--- src/rtl/scanline_mixer_pkg.sv ---
// Shared types and helpers for the scanline mixer: dimming levels and the
// colour-depth expansion used by the first pipeline stage.
package scanline_mixer_pkg;

  typedef enum logic [1:0] {
    SL_NONE = 2'd0,
    SL_75   = 2'd1,
    SL_50   = 2'd2,
    SL_25   = 2'd3
  } sl_level_e;

  // Repeat the low 'depth' bits of v MSB-first until 8 bits are filled.
  function automatic logic [7:0] expand8(input logic [7:0] v, input int depth);
    logic [7:0] r;
    logic [2:0] idx_o;
    logic [2:0] idx_i;
    r = '0;
    for (int i = 0; i < 8; i++) begin
      idx_o    = 3'(7 - i);
      idx_i    = 3'(depth - 1 - (i % depth));
      r[idx_o] = v[idx_i];
    end
    return r;
  endfunction

endpackage

--- src/rtl/scanline_mixer_if.sv ---
// Video bus between a timing/colour source and the mixer, plus the processed
// VGA-side outputs returned by the mixer.
interface scanline_mixer_if #(
  parameter int IN_DEPTH = 8
);
  logic [IN_DEPTH-1:0] R;
  logic [IN_DEPTH-1:0] G;
  logic [IN_DEPTH-1:0] B;
  logic                HSync;
  logic                VSync;
  logic                HBlank;
  logic                VBlank;
  logic [7:0]          VGA_R;
  logic [7:0]          VGA_G;
  logic [7:0]          VGA_B;
  logic                VGA_HS;
  logic                VGA_VS;
  logic                VGA_DE;

  modport master (
    output R, G, B, HSync, VSync, HBlank, VBlank,
    input  VGA_R, VGA_G, VGA_B, VGA_HS, VGA_VS, VGA_DE
  );

  modport slave (
    input  R, G, B, HSync, VSync, HBlank, VBlank,
    output VGA_R, VGA_G, VGA_B, VGA_HS, VGA_VS, VGA_DE
  );
endinterface

--- src/rtl/scanline_dim.sv ---
// Combinational scanline dimmer for one 8-bit colour component.
module scanline_dim
  import scanline_mixer_pkg::*;
(
  input  logic [7:0] pix_i,
  input  sl_level_e  level_i,
  input  logic       en_i,
  output logic [7:0] pix_o
);

  always_comb begin
    pix_o = pix_i;
    if (en_i) begin
      unique case (level_i)
        SL_NONE: pix_o = pix_i;
        SL_75:   pix_o = (pix_i >> 1) + (pix_i >> 2);
        SL_50:   pix_o = pix_i >> 1;
        SL_25:   pix_o = pix_i >> 2;
      endcase
    end
  end

endmodule

--- src/rtl/scanline_mixer.sv ---
// Two-stage scanline mixer: colour expansion, then dimming/blanking with
// sync-edge tracking of line parity, data enable and active line width.
module scanline_mixer
  import scanline_mixer_pkg::*;
#(
  parameter int IN_DEPTH = 8,
  parameter int CNT_W    = 12
) (
  input  logic             clk_sys,
  input  logic             reset_n,
  input  logic             ce_pix,
  input  logic [1:0]       scanlines,
  input  logic             sl_phase,
  input  logic             mono,
  output logic             ce_pix_out,
  output logic             line_parity,
  output logic [CNT_W-1:0] hact_w,
  scanline_mixer_if.slave  vid
);

  localparam logic [CNT_W-1:0] CNT_MAX = '1;

  // ce_pix qualifies every stage: registers move only on clk_sys edges with
  // ce_pix=1; there is no back-pressure, so each enable carries one pixel.
  logic [7:0] r_in, g_in, b_in;
  logic [7:0] r1_q, g1_q, b1_q;
  logic       hs1_q, vs1_q, hde1_q, vde1_q, vld1_q;
  logic       hist_vld_q, hs_prev_q, vs_prev_q, hde_prev_q;
  logic       par_q, par_d, de_q, de_d, meas_q, meas_d;
  logic [CNT_W-1:0] cnt_q, cnt_d, hact_q, hact_d;
  logic       hs_fall, vs_fall, hde_rise, hde_fall, dim_en;
  logic [7:0] r_sel, b_sel, r_dim, g_dim, b_dim;
  logic [7:0] vga_r_q, vga_g_q, vga_b_q;
  logic       vga_hs_q, vga_vs_q, ce_out_q;

  always_comb begin
    r_in = '0;
    g_in = '0;
    b_in = '0;
    r_in[IN_DEPTH-1:0] = vid.R;
    g_in[IN_DEPTH-1:0] = vid.G;
    b_in[IN_DEPTH-1:0] = vid.B;
  end

  always_ff @(posedge clk_sys or negedge reset_n) begin
    if (!reset_n) begin
      r1_q <= '0; g1_q <= '0; b1_q <= '0;
      hs1_q <= 1'b0; vs1_q <= 1'b0; hde1_q <= 1'b0; vde1_q <= 1'b0;
      vld1_q <= 1'b0;
    end else if (ce_pix) begin
      r1_q   <= expand8(r_in, IN_DEPTH);
      g1_q   <= expand8(g_in, IN_DEPTH);
      b1_q   <= expand8(b_in, IN_DEPTH);
      hs1_q  <= vid.HSync;
      vs1_q  <= vid.VSync;
      hde1_q <= ~vid.HBlank;
      vde1_q <= ~vid.VBlank;
      vld1_q <= 1'b1;
    end
  end

  // Edges need two real stage-1 samples, so a reset in mid-line cannot fake
  // an hde rise from the cleared history.
  always_comb begin
    hs_fall  = hist_vld_q &  hs_prev_q  & ~hs1_q;
    vs_fall  = hist_vld_q &  vs_prev_q  & ~vs1_q;
    hde_rise = hist_vld_q & ~hde_prev_q &  hde1_q;
    hde_fall = hist_vld_q &  hde_prev_q & ~hde1_q;
  end

  always_comb begin
    par_d  = par_q;
    de_d   = de_q;
    cnt_d  = cnt_q;
    meas_d = meas_q;
    hact_d = hact_q;
    if (vs_fall)      par_d = sl_phase;
    else if (hs_fall) par_d = ~par_q;
    if (hde_rise)      de_d = vde1_q;
    else if (hde_fall) de_d = 1'b0;
    if (hde_rise) begin
      cnt_d  = CNT_W'(1);
      meas_d = 1'b1;
    end else if (hde1_q && cnt_q != CNT_MAX) begin
      cnt_d = cnt_q + 1'b1;
    end
    if (hde_fall && meas_q) hact_d = cnt_q;
  end

  assign dim_en = par_q & (scanlines != 2'd0);
  assign r_sel  = mono ? g1_q : r1_q;
  assign b_sel  = mono ? g1_q : b1_q;

  scanline_dim u_dim_r (.pix_i(r_sel), .level_i(sl_level_e'(scanlines)), .en_i(dim_en), .pix_o(r_dim));
  scanline_dim u_dim_g (.pix_i(g1_q),  .level_i(sl_level_e'(scanlines)), .en_i(dim_en), .pix_o(g_dim));
  scanline_dim u_dim_b (.pix_i(b_sel), .level_i(sl_level_e'(scanlines)), .en_i(dim_en), .pix_o(b_dim));

  always_ff @(posedge clk_sys or negedge reset_n) begin
    if (!reset_n) begin
      hist_vld_q <= 1'b0; hs_prev_q <= 1'b0; vs_prev_q <= 1'b0; hde_prev_q <= 1'b0;
      par_q <= 1'b0; de_q <= 1'b0; meas_q <= 1'b0;
      cnt_q <= '0; hact_q <= '0;
      vga_r_q <= '0; vga_g_q <= '0; vga_b_q <= '0;
      vga_hs_q <= 1'b0; vga_vs_q <= 1'b0;
    end else if (ce_pix) begin
      hist_vld_q <= vld1_q;
      hs_prev_q  <= hs1_q;
      vs_prev_q  <= vs1_q;
      hde_prev_q <= hde1_q;
      par_q      <= par_d;
      de_q       <= de_d;
      meas_q     <= meas_d;
      cnt_q      <= cnt_d;
      hact_q     <= hact_d;
      vga_r_q    <= de_d ? r_dim : 8'h00;
      vga_g_q    <= de_d ? g_dim : 8'h00;
      vga_b_q    <= de_d ? b_dim : 8'h00;
      vga_hs_q   <= hs1_q;
      vga_vs_q   <= vs1_q;
    end
  end

  always_ff @(posedge clk_sys or negedge reset_n) begin
    if (!reset_n) ce_out_q <= 1'b0;
    else          ce_out_q <= ce_pix;
  end

  assign vid.VGA_R   = vga_r_q;
  assign vid.VGA_G   = vga_g_q;
  assign vid.VGA_B   = vga_b_q;
  assign vid.VGA_HS  = vga_hs_q;
  assign vid.VGA_VS  = vga_vs_q;
  assign vid.VGA_DE  = de_q;
  assign ce_pix_out  = ce_out_q;
  assign line_parity = par_q;
  assign hact_w      = hact_q;

endmodule

--- src/flat_wrapper.sv ---
// flat-port wrapper written by rule: the top's interface ports become plain ports
module scanline_mixer_flat import scanline_mixer_pkg::*;
#(
  parameter int IN_DEPTH = 8,
  parameter int CNT_W    = 12
)
  (clk_sys, reset_n, ce_pix, scanlines, sl_phase, mono, ce_pix_out, line_parity, hact_w, vid_R, vid_G, vid_B, vid_HSync, vid_VSync, vid_HBlank, vid_VBlank, vid_VGA_R, vid_VGA_G, vid_VGA_B, vid_VGA_HS, vid_VGA_VS, vid_VGA_DE);
  scanline_mixer_if #(.IN_DEPTH(IN_DEPTH)) vid_i ();
  input  logic clk_sys;
  input  logic reset_n;
  input  logic ce_pix;
  input  logic [1:0] scanlines;
  input  logic sl_phase;
  input  logic mono;
  output logic ce_pix_out;
  output logic line_parity;
  output logic [CNT_W-1:0] hact_w;
  input wire logic [$bits(vid_i.R)-1:0] vid_R;
  input wire logic [$bits(vid_i.G)-1:0] vid_G;
  input wire logic [$bits(vid_i.B)-1:0] vid_B;
  input wire logic [$bits(vid_i.HSync)-1:0] vid_HSync;
  input wire logic [$bits(vid_i.VSync)-1:0] vid_VSync;
  input wire logic [$bits(vid_i.HBlank)-1:0] vid_HBlank;
  input wire logic [$bits(vid_i.VBlank)-1:0] vid_VBlank;
  output wire logic [$bits(vid_i.VGA_R)-1:0] vid_VGA_R;
  output wire logic [$bits(vid_i.VGA_G)-1:0] vid_VGA_G;
  output wire logic [$bits(vid_i.VGA_B)-1:0] vid_VGA_B;
  output wire logic [$bits(vid_i.VGA_HS)-1:0] vid_VGA_HS;
  output wire logic [$bits(vid_i.VGA_VS)-1:0] vid_VGA_VS;
  output wire logic [$bits(vid_i.VGA_DE)-1:0] vid_VGA_DE;
  assign vid_i.R = vid_R;
  assign vid_i.G = vid_G;
  assign vid_i.B = vid_B;
  assign vid_i.HSync = vid_HSync;
  assign vid_i.VSync = vid_VSync;
  assign vid_i.HBlank = vid_HBlank;
  assign vid_i.VBlank = vid_VBlank;
  assign vid_VGA_R = vid_i.VGA_R;
  assign vid_VGA_G = vid_i.VGA_G;
  assign vid_VGA_B = vid_i.VGA_B;
  assign vid_VGA_HS = vid_i.VGA_HS;
  assign vid_VGA_VS = vid_i.VGA_VS;
  assign vid_VGA_DE = vid_i.VGA_DE;
  scanline_mixer #(.IN_DEPTH(IN_DEPTH), .CNT_W(CNT_W)) u_core (.clk_sys(clk_sys), .reset_n(reset_n), .ce_pix(ce_pix), .scanlines(scanlines), .sl_phase(sl_phase), .mono(mono), .ce_pix_out(ce_pix_out), .line_parity(line_parity), .hact_w(hact_w), .vid(vid_i));
endmodule
--- config.mk ---
export PLATFORM = sky130hd
export DESIGN_NAME = scanline_mixer_flat
export DESIGN_NICKNAME = d
export VERILOG_FILES = /design/src/rtl/scanline_mixer_pkg.sv /design/src/rtl/scanline_mixer_if.sv /design/src/rtl/scanline_dim.sv /design/src/rtl/scanline_mixer.sv /design/src/flat_wrapper.sv
export SDC_FILE = /design/constraint.sdc
export NUM_CORES = 1
export LEC_CHECK = 0
export CAP_MARGIN = 25
export CELL_PAD_IN_SITES_DETAIL_PLACEMENT = 1
export CELL_PAD_IN_SITES_GLOBAL_PLACEMENT = 1
export CORE_ASPECT_RATIO = 1.75
export CORE_UTILIZATION = 46
export DETAILED_ROUTE_END_ITERATION = 16
export GPL_TIMING_DRIVEN = 0
export PLACE_DENSITY_LB_ADDON = 0.1
export SLEW_MARGIN = 40
export SYNTH_ARGS = -nofsm -noshare
export SYNTH_HDL_FRONTEND = slang
export SYNTH_HIERARCHICAL = 1
export SYNTH_SLANG_ARGS = --single-unit
--- constraint.sdc ---
create_clock -name clk_sys -period 7 [get_ports clk_sys]
set_input_delay 1.4 -clock clk_sys [delete_from_list [all_inputs] [get_ports clk_sys]]
set_output_delay 1.4 -clock clk_sys [all_outputs]
set_load 0.03 [all_outputs]
==> flow_summary.toml <==
[final_layout]
multi_input_area_um2 = 2930
num-fill-cells = 1258
drive_above_1_share_pct = 14.7
seqCellArea_um2 = 2130
nNetsFinal = 716
areaGrowthSynthToFinish_pct = 23.2
diodes = 0

[yosys]
synth_warnings = 6
yosysSeqAreaShare_pct = 39.5
netlist_instances = 569
synth.cell_area_um2 = 5380
yosysMostFrequentCell = "dfrtp_1"
syn_avg_cell_area_um2 = 9.46
synth_seq_cells = 85
synth_edf_count = 0
synthArstFlopShare_pct = 100
yosysTopAreaCellShare_pct = 39.5
synth_commonest_cells = "dfrtp_1, o21ai_0, inv_1, nand2_1"
syn_nets = 629
yosys_most_used_dff = "dfrtp_1"
synthTopCellsByArea = "dfrtp_1, o21ai_0, mux2_2"
ys_types = 57
yosys.area.top_type = "dfrtp_1"

[hold_path]
whs_path_depth = 1
hold_end = "u_core/vld1_q"
min_path_type = "flip-flop to flip-flop"
min_from = "u_core/vld1_q"

[timing]
skew_ps = 11.9
rsz0062_at_grt = "no"
period_minus_slack_ps = 4390
max_freq_ghz = 0.228
maxSlewHeadroom_pct = 44.2
tns_ps = 0
hold_violations = 0
setup_ws_ps = 2610
setup_viol = 0
drv_slew = 0
worst_pin_slew_ps = 829
min_period_over_period_pct = 62.7

[floorplanning]
fp.coreArea_um2 = 11200
fp.dieH_um = 145
rows = 51
initial_core_util_pct = 47.9
io_pins = 76
die_x_um = 83.8
dieArea_um2 = 12200

[critical_path]
r2r-end = "u_core/vid.VGA_B[6]"
reg2reg_slack_ps = 4050
rr_worst_depth = 9
critical-path-slowest-cell = "clkdlybuf4s50_1"
worstPathCellList = "clkdlybuf4s50_1 -> clkbuf_1 -> o21ai_0 -> ha_1 -> fa_1 -> a211oi_1 -> o21ai_1 -> a221oi_2 -> o31ai_1 -> a22o_1"
critPathLaunch = "mono"
cp.required_ps = 7230
start_kind = "input pin"
crit_type = "input pin to flip-flop"
regToRegStartpoint = "u_core/g1_q[2]"
cp_data_arrival_time_ps = 4620
max_stage_delay_ps = 590
cp-end-kind = "flip-flop"
path_max_fanout = 10

[drt]
wl_per_cell_um = 20.7
firstDrtPassIters = 4
via_count = 4851
detail_route.vias_per_cell = 6.12
drt_iter0_markers = 207
drc = 0
routed_wirelength_um = 16400
ant_nets = 0

[place]
dp_slack_ps = 2290
io_buffers = 75
gp_routability_congestion = 0.875
dp_hpwl_um = 12600

[power]
netSwitchingFraction_pct = 38.4
clock_power_share_pct = 26.2
vdd_drop_max_v = 0.000186
p_seq_share_pct = 34.8
switchingPower_mw = 0.699
comb_power_share_pct = 39.0
power.internal_mw = 1.12
total_power_mw = 1.82
power.density_nw_per_um2 = 274
leakage_nw = 2.90

[global_route]
antenna_found_initial = 0
grt_max_degree = 48
globalRouteTotalUtil_pct = 27.8
grt_pass1_vias = 5364
grt_pass1_wl_um = 27100
grt_overflow = 0

[cts]
ctsLongestPathBuffers = 2
htree_num_levels = 3
numCtsBuffers = 9
cts_resized = 0
clock_latency_ps = 340
root_buffer = "clkbuf_16"
clock_sinks = 85
clkTransAtPathRegs_ps = 70
cts_setup_buffers = 0
cts_tree = "built"
cts_hold_buf = 0

[status]
status = "finished, final reports clean"

[flow_run]
max_cap_violations = 0
==> logic make-up after synthesis <==
logic type	synth area share [%]
buffers and inverters	5.95
xor gates and xnor gates	1.46
adders and majority gates	6.23
DFF	39.5
and+or+nand+nor	17.0
muxes	6.56
AOI/OAI and AO/OA	23.3
==> worst max-delay path: cells and delay by family <==
kind                       cells  cell delay, ps
AOI/OAI and AO/OA              6            1450
buffers and inverters          2             990
adders and majority gates      2             790
==> power by group through the flow <==
| stage | registers (mW) | logic (mW) | clock network, mW |
|---|---|---|---|
| after floorplan | 0.720 | 0.360 | 0 |
| after global placement | 0.638 | 0.676 | 0 |
| after detailed placement | 0.642 | 0.701 | 0 |
| after CTS | 0.634 | 0.708 | 0.484 |
| after global routing | 0.643 | 0.765 | 0.501 |
| final | 0.632 | 0.709 | 0.476 |
==> worst max path at each step <==
stage                               end  slack (ps)  depth (start not counted)
floorplan           u_core/vid.VGA_B[6]        3470                          9
detailed placement  u_core/vid.VGA_R[6]        2290                         10
global route        u_core/vid.VGA_B[6]        2410                         10
global placement         u_core/g1_q[4]        1420                          1
CTS                 u_core/vid.VGA_R[6]        2550                         10
finish              u_core/vid.VGA_B[6]        2610                         10
==> through the flow <==
stage / std cells / cell area (um2) / util [%] / hold slack (ps)
5_1_grt: 793 / 6630 / 59.0 / 485
3_3_place_gp: 776 / 6300 / 56.1 / 456
3_5_place_dp: 777 / 6330 / 56.3 / 448
4_1_cts: 793 / 6630 / 59.0 / 469
6_report: 793 / 6630 / 59.0 / 471
2_1_floorplan: 569 / 5380 / - / 431
==> registers in the layout, indices dropped and copies added (netlist names), 8 cells and up <==
name and count:
u_core/vid.VGA_R 8, u_core/vid.VGA_G 8, u_core/vid.VGA_B 8, u_core/cnt_q 12, u_core/g1_q 8, u_core/b1_q 8, u_core/hact_w 12, u_core/r1_q 8
==> layout make-up <==
type	count	share of cell area (%)
clock inverter	7	1.19
multi-input combinational	409	44.3
buffer	32	2.40
tap	132	2.49
sequential	85	32.1
timing repair buffer	76	11.8
inverter	43	2.43
clock buffer	9	3.40
==> layer usage <==
layer  part of all wire (%)  track usage (%)
met5                      0                0
met4                    3.7             13.0
met3                    2.6             3.36
met2                     57             53.3
met1                     37             29.4
==> cell usage in the layout, fill, tap and decap left out, types with 8 or more instances in the layout <==
| cell type | Yosys | layout |
|---|---|---|
| a21oi_1 | 26 | 26 |
| a22o_1 | 25 | 25 |
| a31oi_1 | 8 | 8 |
| and3_1 | 9 | 9 |
| buf_2 | 13 | 13 |
| clkbuf_1 | 10 | 10 |
| clkbuf_16 | 0 | 9 |
| clkdlybuf4s50_1 | 0 | 74 |
| dfrtp_1 | 85 | 85 |
| ha_1 | 22 | 22 |
| inv_1 | 42 | 42 |
| mux2_2 | 26 | 26 |
| nand2_1 | 39 | 39 |
| nand2b_1 | 12 | 12 |
| nand3_1 | 19 | 19 |
| nand4_1 | 11 | 11 |
| nor2_1 | 25 | 25 |
| o21ai_0 | 59 | 52 |
| o21ai_1 | 3 | 10 |
| o221a_2 | 12 | 12 |
| xor2_1 | 9 | 9 |
Note: power is estimated with default switching activity, not from simulation.
